File: config.mk
export PLATFORM = sky130hd
export DESIGN_NAME = i2s_tx
export DESIGN_NICKNAME = d
export VERILOG_FILES = /design/src/rtl/i2s_pkg.sv /design/src/rtl/i2s_bclk_gen.sv /design/src/rtl/i2s_tx.sv
export SDC_FILE = /design/constraint.sdc
export NUM_CORES = 1
export LEC_CHECK = 0
export BUFFER_PORTS_ARGS = -buffer_cell sky130_fd_sc_hd__buf_4
export CELL_PAD_IN_SITES_DETAIL_PLACEMENT = 0
export CELL_PAD_IN_SITES_GLOBAL_PLACEMENT = 1
export CORE_MARGIN = 2
export CORE_UTILIZATION = 50
export DETAILED_ROUTE_END_ITERATION = 6
export GPL_TIMING_DRIVEN = 0
export PLACE_DENSITY = 0.86
export SLEW_MARGIN = 20
export SYNTH_ARGS = -nofsm -noshare
export SYNTH_HDL_FRONTEND = slang
export SYNTH_SLANG_ARGS = --single-unit
File: constraint.sdc
create_clock -name sys_clk -period 6.95 [get_ports sys_clk]
set_input_delay 0.3475 -clock sys_clk [delete_from_list [all_inputs] [get_ports sys_clk]]
set_output_delay 0.3475 -clock sys_clk [all_outputs]
set_load 0.1 [all_outputs]
File: src/rtl/i2s_pkg.sv
// Shared constants for the i2s_tx transmitter: framing-mode encodings, the underrun
// counter width and the slot offset helper.
package i2s_pkg;

    localparam logic I2S_MODE_I2S   = 1'b1;
    localparam logic I2S_MODE_LJ    = 1'b0;
    localparam int   UNDERRUN_CNT_W = 16;

    // I2S delays the MSB by one bclk after the daclrc edge; left-justified does not.
    function automatic int slot_offset(input logic mode);
        return (mode == I2S_MODE_I2S) ? 1 : 0;
    endfunction

endpackage

File: src/rtl/i2s_bclk_gen.sv
// Bit-clock generator: divides clk by 2*BCLK_DIV and emits one-cycle strobes
// on the clk edge where bclk rises or falls.
module i2s_bclk_gen #(
    parameter int BCLK_DIV = 4
) (
    input  logic clk,
    input  logic rst_n,
    output logic bclk,
    output logic rise,
    output logic fall
);

    localparam int               DIV_W    = (BCLK_DIV > 1) ? $clog2(BCLK_DIV) : 1;
    localparam logic [DIV_W-1:0] DIV_LAST = DIV_W'(BCLK_DIV - 1);

    logic [DIV_W-1:0] div_cnt;
    logic             wrap;

    assign wrap = (div_cnt == DIV_LAST);
    assign rise = wrap && !bclk;
    assign fall = wrap && bclk;

    always_ff @(posedge clk or negedge rst_n) begin
        if (!rst_n) begin
            div_cnt <= '0;
            bclk    <= 1'b0;
        end else begin
            div_cnt <= wrap ? '0 : div_cnt + DIV_W'(1);
            if (wrap) begin
                bclk <= !bclk;
            end
        end
    end

endmodule

File: src/rtl/i2s_tx.sv
// i2s_tx: master-mode I2S / left-justified DAC transmitter with a one-deep sample holding
// register. Define I2S_TX_UNDERRUN_CNT_EN to add the saturating underrun_count output.
module i2s_tx
    import i2s_pkg::*;
#(
    parameter int SAMPLE_W = 24,
    parameter int SLOT_W   = 32,
    parameter int BCLK_DIV = 4
) (
    input  logic                sys_clk,
    input  logic                sys_rst_n,
    input  logic                i2s_mode,
    input  logic [SAMPLE_W-1:0] data_left,
    input  logic [SAMPLE_W-1:0] data_right,
    input  logic                sample_valid,
    output logic                sample_ready,
    output logic                bclk,
    output logic                daclrc,
    output logic                dacdat,
    output logic                underrun
`ifdef I2S_TX_UNDERRUN_CNT_EN
    ,
    output logic [UNDERRUN_CNT_W-1:0] underrun_count
`endif
);

    localparam int               FRAME_BITS = 2 * SLOT_W;
    localparam int               CNT_W      = $clog2(FRAME_BITS);
    localparam logic [CNT_W-1:0] CNT_LAST   = CNT_W'(FRAME_BITS - 1);
    localparam logic [CNT_W-1:0] SLOT_LEN   = CNT_W'(SLOT_W);

    logic                bclk_rise_unused;
    logic                bclk_fall;
    logic [CNT_W-1:0]    bit_cnt;
    logic [CNT_W-1:0]    bit_cnt_nxt;
    logic [CNT_W-1:0]    slot_pos;
    logic                frame_start;
    logic                right_slot;
    logic                mode_q;
    logic                mode_eff;
    logic                holding_full;
    logic [SAMPLE_W-1:0] hold_left;
    logic [SAMPLE_W-1:0] hold_right;
    logic [SAMPLE_W-1:0] left_q;
    logic [SAMPLE_W-1:0] right_q;
    logic [SAMPLE_W-1:0] cur_left;
    logic [SAMPLE_W-1:0] cur_right;
    logic [SAMPLE_W-1:0] word;
    logic                dat_nxt;
    int                  bit_pos;

    i2s_bclk_gen #(
        .BCLK_DIV(BCLK_DIV)
    ) u_bclk_gen (
        .clk  (sys_clk),
        .rst_n(sys_rst_n),
        .bclk (bclk),
        .rise (bclk_rise_unused),
        .fall (bclk_fall)
    );

    // Handshake: a sample transfers on any clock edge where sample_valid && sample_ready;
    // sample_ready is high exactly while the holding register is empty.
    assign sample_ready = !holding_full;

    // Outputs are computed from the post-fall bit position so daclrc/dacdat change with bclk fall.
    always_comb begin
        bit_cnt_nxt = (bit_cnt == CNT_LAST) ? '0 : bit_cnt + CNT_W'(1);
        frame_start = bclk_fall && (bit_cnt_nxt == '0);
        right_slot  = (bit_cnt_nxt >= SLOT_LEN);
        slot_pos    = right_slot ? bit_cnt_nxt - SLOT_LEN : bit_cnt_nxt;
        mode_eff    = frame_start ? i2s_mode : mode_q;
        cur_left    = left_q;
        cur_right   = right_q;
        if (frame_start) begin
            cur_left  = holding_full ? hold_left  : '0;
            cur_right = holding_full ? hold_right : '0;
        end
        word    = right_slot ? cur_right : cur_left;
        bit_pos = int'(slot_pos) - slot_offset(mode_eff);
        dat_nxt = 1'b0;
        for (int b = 0; b < SAMPLE_W; b++) begin
            if (bit_pos == SAMPLE_W - 1 - b) begin
                dat_nxt = word[b];
            end
        end
    end

    always_ff @(posedge sys_clk or negedge sys_rst_n) begin
        if (!sys_rst_n) begin
            bit_cnt      <= CNT_LAST;
            daclrc       <= 1'b0;
            dacdat       <= 1'b0;
            underrun     <= 1'b0;
            mode_q       <= I2S_MODE_LJ;
            left_q       <= '0;
            right_q      <= '0;
            holding_full <= 1'b0;
            hold_left    <= '0;
            hold_right   <= '0;
        end else begin
            underrun <= frame_start && !holding_full;
            if (bclk_fall) begin
                bit_cnt <= bit_cnt_nxt;
                daclrc  <= right_slot;
                dacdat  <= dat_nxt;
            end
            if (frame_start) begin
                mode_q  <= i2s_mode;
                left_q  <= cur_left;
                right_q <= cur_right;
            end
            // A transfer needs an empty register and a drain needs a full one, so they never collide.
            if (sample_valid && !holding_full) begin
                hold_left    <= data_left;
                hold_right   <= data_right;
                holding_full <= 1'b1;
            end else if (frame_start) begin
                holding_full <= 1'b0;
            end
        end
    end

`ifdef I2S_TX_UNDERRUN_CNT_EN
    always_ff @(posedge sys_clk or negedge sys_rst_n) begin
        if (!sys_rst_n) begin
            underrun_count <= '0;
        end else if (underrun && (underrun_count != '1)) begin
            underrun_count <= underrun_count + UNDERRUN_CNT_W'(1);
        end
    end
`endif

endmodule

==> results.py, run 1 <==
metrics = {
    "outcome": {
        "status": "finished clean",
    },
    "sta": {
        "slew_headroom_pct": 32.3,
        "drv_slew": 0,
        "finalSetupViolations": 0,
        "hold_violations": 0,
        "fin_setup_tns_ns": 0,
        "finalCritPeriodShare_pct": 77.6,
        "post-route-min-period_ns": 5.39,
        "tightestPinTransition_ns": 1.02,
        "rsz0062_at_grt": "false",
        "finClkSkew_ns": 0.0176,
        "fmax_mhz": 186,
    },
    "global_route": {
        "gr-usage-all-layers_pct": 25.9,
        "grt_max_degree": 111,
        "grt_pass1_wl_um": 23300,
        "grt_antenna_before_repair": 0,
        "first_global_vias": 4533,
        "grt_overflow_total": 0,
    },
    "place": {
        "dp_cells": 756,
        "hpwl_um": 10300,
        "place_congestion": 0.981,
        "portBuffers": 56,
    },
    "cells_and_area": {
        "insertedDiodeCount": 0,
        "drive_gt1_share_pct": 25.9,
        "layout_common_cells": "nand2_1, dfrtp_1, buf_4, o21ai_0, mux2_2",
        "instances_no_fill": 772,
        "fillCellCount": 988,
        "final_common_cell": "nand2_1",
        "nNetsFinal": 684,
        "synthToLayoutAreaGrowth_pct": 14.3,
    },
    "power_and_ir_drop": {
        "ir_worst_vdd_uv": 170,
        "p_sw_share_pct": 28.4,
        "clock_power_share_pct": 26.8,
        "p_per_area_nw_per_um2": 226,
        "sequentialPowerShare_pct": 56.7,
        "switching_power_uw": 406,
        "p_total_uw": 1430,
        "p_leak_uw": 0.00280,
        "p_int_uw": 1020,
        "pwr-share-comb_pct": 16.5,
    },
    "routing": {
        "num_vias": 4452,
        "first_pass_iters": 5,
        "drt_iter0_markers": 366,
        "drc": 0,
        "routed_wl_um": 14100,
        "routed_wire_length_per_instance_um": 18.3,
        "post_drt_via_cell_ratio": 5.77,
        "ant_nets": 0,
    },
    "run": {
        "cap_violations": 0,
    },
    "critical_path": {
        "worstSetupEndpointType": "register",
        "cp.arrival_ns": 5.73,
        "crit_type": "reg -> reg",
        "crit_fanout": 10,
        "cp_common_cell": "ha_1",
        "required_ns": 7.29,
        "crit_slowest_cell": "dfstp_2",
        "max_stage_delay_ns": 0.65,
        "cp-start-kind": "register",
        "path_cells": "ha_1 -> buf_2 -> a31o_2 -> o211a_4 -> buf_4 -> nand2_2 -> buf_2 -> mux2_2 -> ha_1 -> ha_1 -> clkbuf_1 -> clkinv_1 -> nand2_1 -> a21oi_1 -> o221a_2 -> a221o_1 -> nand4b_1 -> a211oi_1 -> or3_1",
    },
    "floorplanning": {
        "dieWidth_um": 109,
        "start_util_pct": 51.2,
        "dieArea_um2": 12000,
        "ios": 57,
        "die_y_um": 109,
        "num_rows": 38,
        "coreArea_um2": 10800,
    },
    "cts": {
        "cts_root_buf": "clkbuf_8",
        "ctsResizeCount": 0,
        "post_cts_buffers": 0,
        "clkSinkCount": 110,
        "cts_buffers": 9,
        "cts_tree": "yes",
        "cts_hold_buffers": 0,
        "h-tree-depth": 3,
        "clock_latency_ns": 0.40,
        "path_clk_slew_ns": 0.10,
        "cts_buffer_depth": 2,
    },
    "synth": {
        "seq_area_frac_synth_pct": 49.8,
        "syn-instance-count": 560,
        "synth_ff_type": "dfrtp_1",
        "synth_area_um2": 5550,
        "synth.distinct_cells": 69,
        "yosysWarnings": 0,
        "async_flop_share_pct": 100,
        "synth.net_count": 617,
        "post_synth.cell_area_avg_um2": 9.91,
        "synth_area_leaders": "dfrtp_1, mux2_2, nand2_1",
        "synth_top_area_share_pct": 46.9,
        "synth_edf_count": 0,
        "synth-seq-cells": 110,
        "yosys.area.top_type": "dfrtp_1",
    },
    "min_path": {
        "min_path_type": "in -> async",
    },
}
-- worst paths after layout --
| check | from | to | slack (ns) | cells past startpoint |
|---|---|---|---|---|
| worst max-delay path | bit_cnt[0] | dacdat | 1.56 | 19 |
| worst min-delay path | sys_rst_n | u_bclk_gen.div_cnt[0] | 0.03 | 1 |
| worst max register to register | bit_cnt[0] | dacdat | 1.56 | 19 |
| worst min register to register | u_bclk_gen.div_cnt[0] | u_bclk_gen.div_cnt[0] | 0.44 | 1 |
| max in group asynchronous | sys_rst_n | hold_right[20] | 6.18 | 1 |
| min in group sys_clk | data_right[6] | hold_right[6] | 0.17 | 2 |
-- final cells by class --
class | count | area (um2) | share of cell area [%]
Sequential cell | 110 | 2760 | 43.5
Timing Repair Buffer | 56 | 424 | 6.69
Tap cell | 140 | 175 | 2.76
Clock inverter | 6 | 56.3 | 0.888
Multi-Input combinational cell | 398 | 2530 | 39.9
Buffer | 41 | 216 | 3.41
Clock buffer | 10 | 138 | 2.17
Inverter | 11 | 41.3 | 0.651
-- power by group through the flow --
stage                     sequential (uW)  combinational, uW  clock, uW
after detailed placement              826                240          0
final                                 811                236        383
after global placement                821                229          0
after global routing                  828                268        415
after floorplan                       803                167          0
after CTS                             813                240        392
-- cell usage after synthesis (3+ instances only) --
master and number:
nand4_1 4, dfrtp_1 104, a311oi_1 4, mux2_2 52
clkbuf_1 19, nor3_1 8, nand2_1 121, o2111ai_1 3
nand2b_1 4, nor2_1 17, o211ai_1 7, or3_1 4
buf_2 8, and2_1 6, xnor2_1 5, o21ai_0 55
nor4_1 5, inv_1 10, ha_1 5, dfstp_2 6
buf_6 5, buf_1 5, and3_1 8, a31o_2 4
buf_4 4, a211oi_1 10, a21oi_1 11, a31oi_1 5
nand3_1 12
-- cell families after synthesis --
logic type / Yosys count / synth area share [%]
buf+inv: 52 / 4.65
compound gates: 132 / 16.2
flops: 110 / 49.8
xor+xnor: 8 / 1.40
fa+ha+maj: 5 / 1.13
mux: 52 / 10.6
simple gates: 201 / 16.4
-- worst max-delay path: cells and delay by family (launching register included) --
kind,cells,cell delay [ns]
AOI/OAI and AO/OA,6,1.39
and+or+nand+nor,4,0.73
adders and majority gates,3,0.73
buffers and inverters,5,1.48
DFF,1,0.65
muxes,1,0.32
-- flip-flops by register name (all words and copies together) (netlist names) --
signal	count
left_q	24
underrun	1
hold_right	24
dacdat	1
mode_q	1
holding_full	1
right_q	24
u_bclk_gen.div_cnt	2
daclrc	1
bit_cnt	6
u_bclk_gen.bclk	1
hold_left	24
-- per-layer routing --
layer	GRT usage (%)	wire length, um	up-vias
met4	9.76	354	0
met1	33.3	6050	2175
met2	42.9	6930	136
met5	0	0	-
met3	5.45	748	27
li1	-	-	2114
-- stage by stage --
stage / area [um2] / util, % / setup WS [ns] / hold slack [ns]
after floorplan: 5550 / - / 2.32 / 0.0519
after global placement: 6140 / 56.7 / 1.59 / 0.414
after detailed placement: 6150 / 56.7 / 1.67 / 0.431
after CTS: 6340 / 58.5 / 1.62 / 0.120
after global routing: 6340 / 58.5 / 1.21 / 0.141
final: 6340 / 58.5 / 1.56 / 0.0328
No activity file was read; power rests on OpenSTA's default activity.
==> run 2: changes to the inputs <==
--- a/config.mk
+++ b/config.mk
@@ -9,10 +9,10 @@
 export CELL_PAD_IN_SITES_DETAIL_PLACEMENT = 0
 export CELL_PAD_IN_SITES_GLOBAL_PLACEMENT = 1
 export CORE_MARGIN = 2
-export CORE_UTILIZATION = 50
+export CORE_UTILIZATION = 46
 export DETAILED_ROUTE_END_ITERATION = 6
 export GPL_TIMING_DRIVEN = 0
-export PLACE_DENSITY = 0.86
+export PLACE_DENSITY = 0.81
 export SLEW_MARGIN = 20
 export SYNTH_ARGS = -nofsm -noshare
 export SYNTH_HDL_FRONTEND = slang
==> constraint.sdc (replaced) <==
create_clock -name sys_clk -period 5.6 [get_ports sys_clk]
set_input_delay 0.28 -clock sys_clk [delete_from_list [all_inputs] [get_ports sys_clk]]
set_output_delay 0.28 -clock sys_clk [all_outputs]
set_load 0.1 [all_outputs]
==> results.py, run 2 (same netlist as run 1, synthesis figures left out) <==
metrics = {
    "outcome": {
        "status": "finished clean",
    },
    "place": {
        "dp_cells": 763,
        "portBuffers": 56,
        "place_congestion": 0.854,
        "hpwl_um": 10700,
    },
    "cts": {
        "path_clk_slew_ns": 0.07,
        "cts_root_buf": "clkbuf_16",
        "cts_hold_buffers": 0,
        "h-tree-depth": 3,
        "clkSinkCount": 110,
        "ctsResizeCount": 0,
        "clock_latency_ns": 0.36,
        "cts_buffers": 9,
        "cts_buffer_depth": 2,
        "post_cts_buffers": 0,
        "cts_tree": "yes",
    },
    "cells_and_area": {
        "drive_gt1_share_pct": 26.1,
        "multi_input_area_um2": 2530,
        "nNetsFinal": 683,
        "regArea_um2": 2760,
        "layout_common_cells": "nand2_1, dfrtp_1, buf_4, o21ai_0, mux2_2",
        "final_core_util_pct": 54.7,
        "fillCellCount": 1128,
        "final_common_cell": "nand2_1",
        "insertedDiodeCount": 0,
        "instances_no_fill": 778,
        "synthToLayoutAreaGrowth_pct": 17.3,
    },
    "floorplanning": {
        "ios": 57,
        "dieArea_um2": 13000,
        "start_util_pct": 46.6,
        "die_y_um": 114,
        "num_rows": 40,
        "coreArea_um2": 11900,
        "dieWidth_um": 114,
    },
    "global_route": {
        "first_global_vias": 4547,
        "grt_antenna_before_repair": 0,
        "gr-usage-all-layers_pct": 23.8,
        "grt_max_degree": 111,
        "grt_pass1_wl_um": 23700,
        "grt_overflow_total": 0,
    },
    "routing": {
        "drt_iter0_markers": 376,
        "routed_wl_um": 14400,
        "ant_nets": 0,
        "first_pass_iters": 5,
        "routed_wire_length_per_instance_um": 18.6,
        "drc": 0,
        "post_drt_via_cell_ratio": 5.75,
        "num_vias": 4476,
    },
    "sta": {
        "finalSetupViolations": 0,
        "rsz0062_at_grt": "false",
        "hold_violations": 0,
        "fmax_mhz": 188,
        "fin_setup_tns_ns": 0,
        "post-route-min-period_ns": 5.32,
        "slew_headroom_pct": 32.5,
        "drv_slew": 0,
        "tightestPinTransition_ns": 1.01,
        "finalCritPeriodShare_pct": 95.1,
        "finClkSkew_ns": 0.00816,
    },
    "critical_path": {
        "crit_type": "reg -> reg",
        "crit_fanout": 10,
        "required_ns": 5.83,
        "cp.arrival_ns": 5.56,
        "worstSetupEndpointType": "register",
        "cp-start-kind": "register",
    },
    "run": {
        "cap_violations": 0,
    },
    "power_and_ir_drop": {
        "p_leak_uw": 0.00288,
        "p_per_area_nw_per_um2": 315,
        "ir_worst_vdd_uv": 182,
        "p_total_uw": 2050,
    },
    "min_path": {
        "min_path_type": "in -> async",
    },
}
-- run 2: metrics by stage --
stage                     area (um2)  worst slack (ns)  hold slack (ns)
after CTS                       6510             0.164            0.112
after detailed placement        6160             0.215            0.429
after floorplan                 5550             0.972          -0.0156
final                           6510             0.275           0.0270
after global placement          6150             0.225            0.414
after global routing            6510           0.00554            0.133
-- run 2: where the power goes --
group          switching [uW]  leakage, uW  internal [uW]
sequential               75.5      0.00140            930
clock                     297     0.000170            453
combinational             135      0.00131            161
total                     507      0.00288           1540
-- run 2: final timing paths --
| check | cells past startpoint | endpoint | startpoint | slack, ns |
|---|---|---|---|---|
| worst max register to register | 20 | dacdat | bit_cnt[0] | 0.28 |
| worst max-delay path | 20 | dacdat | bit_cnt[0] | 0.28 |
| max in group asynchronous | 1 | dacdat | sys_rst_n | 4.85 |
| worst min register to register | 1 | u_bclk_gen.div_cnt[0] | u_bclk_gen.div_cnt[0] | 0.43 |
| worst min-delay path | 1 | hold_left[18] | sys_rst_n | 0.03 |
| min in group sys_clk | 2 | hold_left[11] | data_left[11] | 0.15 |
-- run 2: final cells by class --
class	instances	share of cell area, %
buffer	40	3.27
clock inverter	6	1.77
clock buffer	10	3.67
tap	147	2.83
timing repair buffer	56	6.52
inverter	11	0.692
multi-input combinational	398	38.9
sequential	110	42.4
-- run 2: critical path: stages (launching register included) --
cell and delay [ns]:
dfstp_2 0.64, ha_1 0.26, buf_2 0.25, a31o_2 0.29, o211a_4 0.23, buf_4 0.20, nand2_2 0.13, buf_2 0.23
mux2_2 0.31, ha_1 0.21, ha_1 0.22, buf_2 0.18, a21boi_0 0.14, o22a_1 0.18, a311o_2 0.44, a21bo_4 0.25
nor4_1 0.08, a22o_1 0.27, a211oi_1 0.19, a211oi_1 0.10, or3_1 0.37
-- run 2: routing by layer --
metal	share of wire [%]	vias up	track usage (%)
met2	49	115	39.5
met3	4.4	25	5.15
li1	-	2117	-
met1	44	2219	31.0
met4	2.6	0	8.62
met5	0	-	0
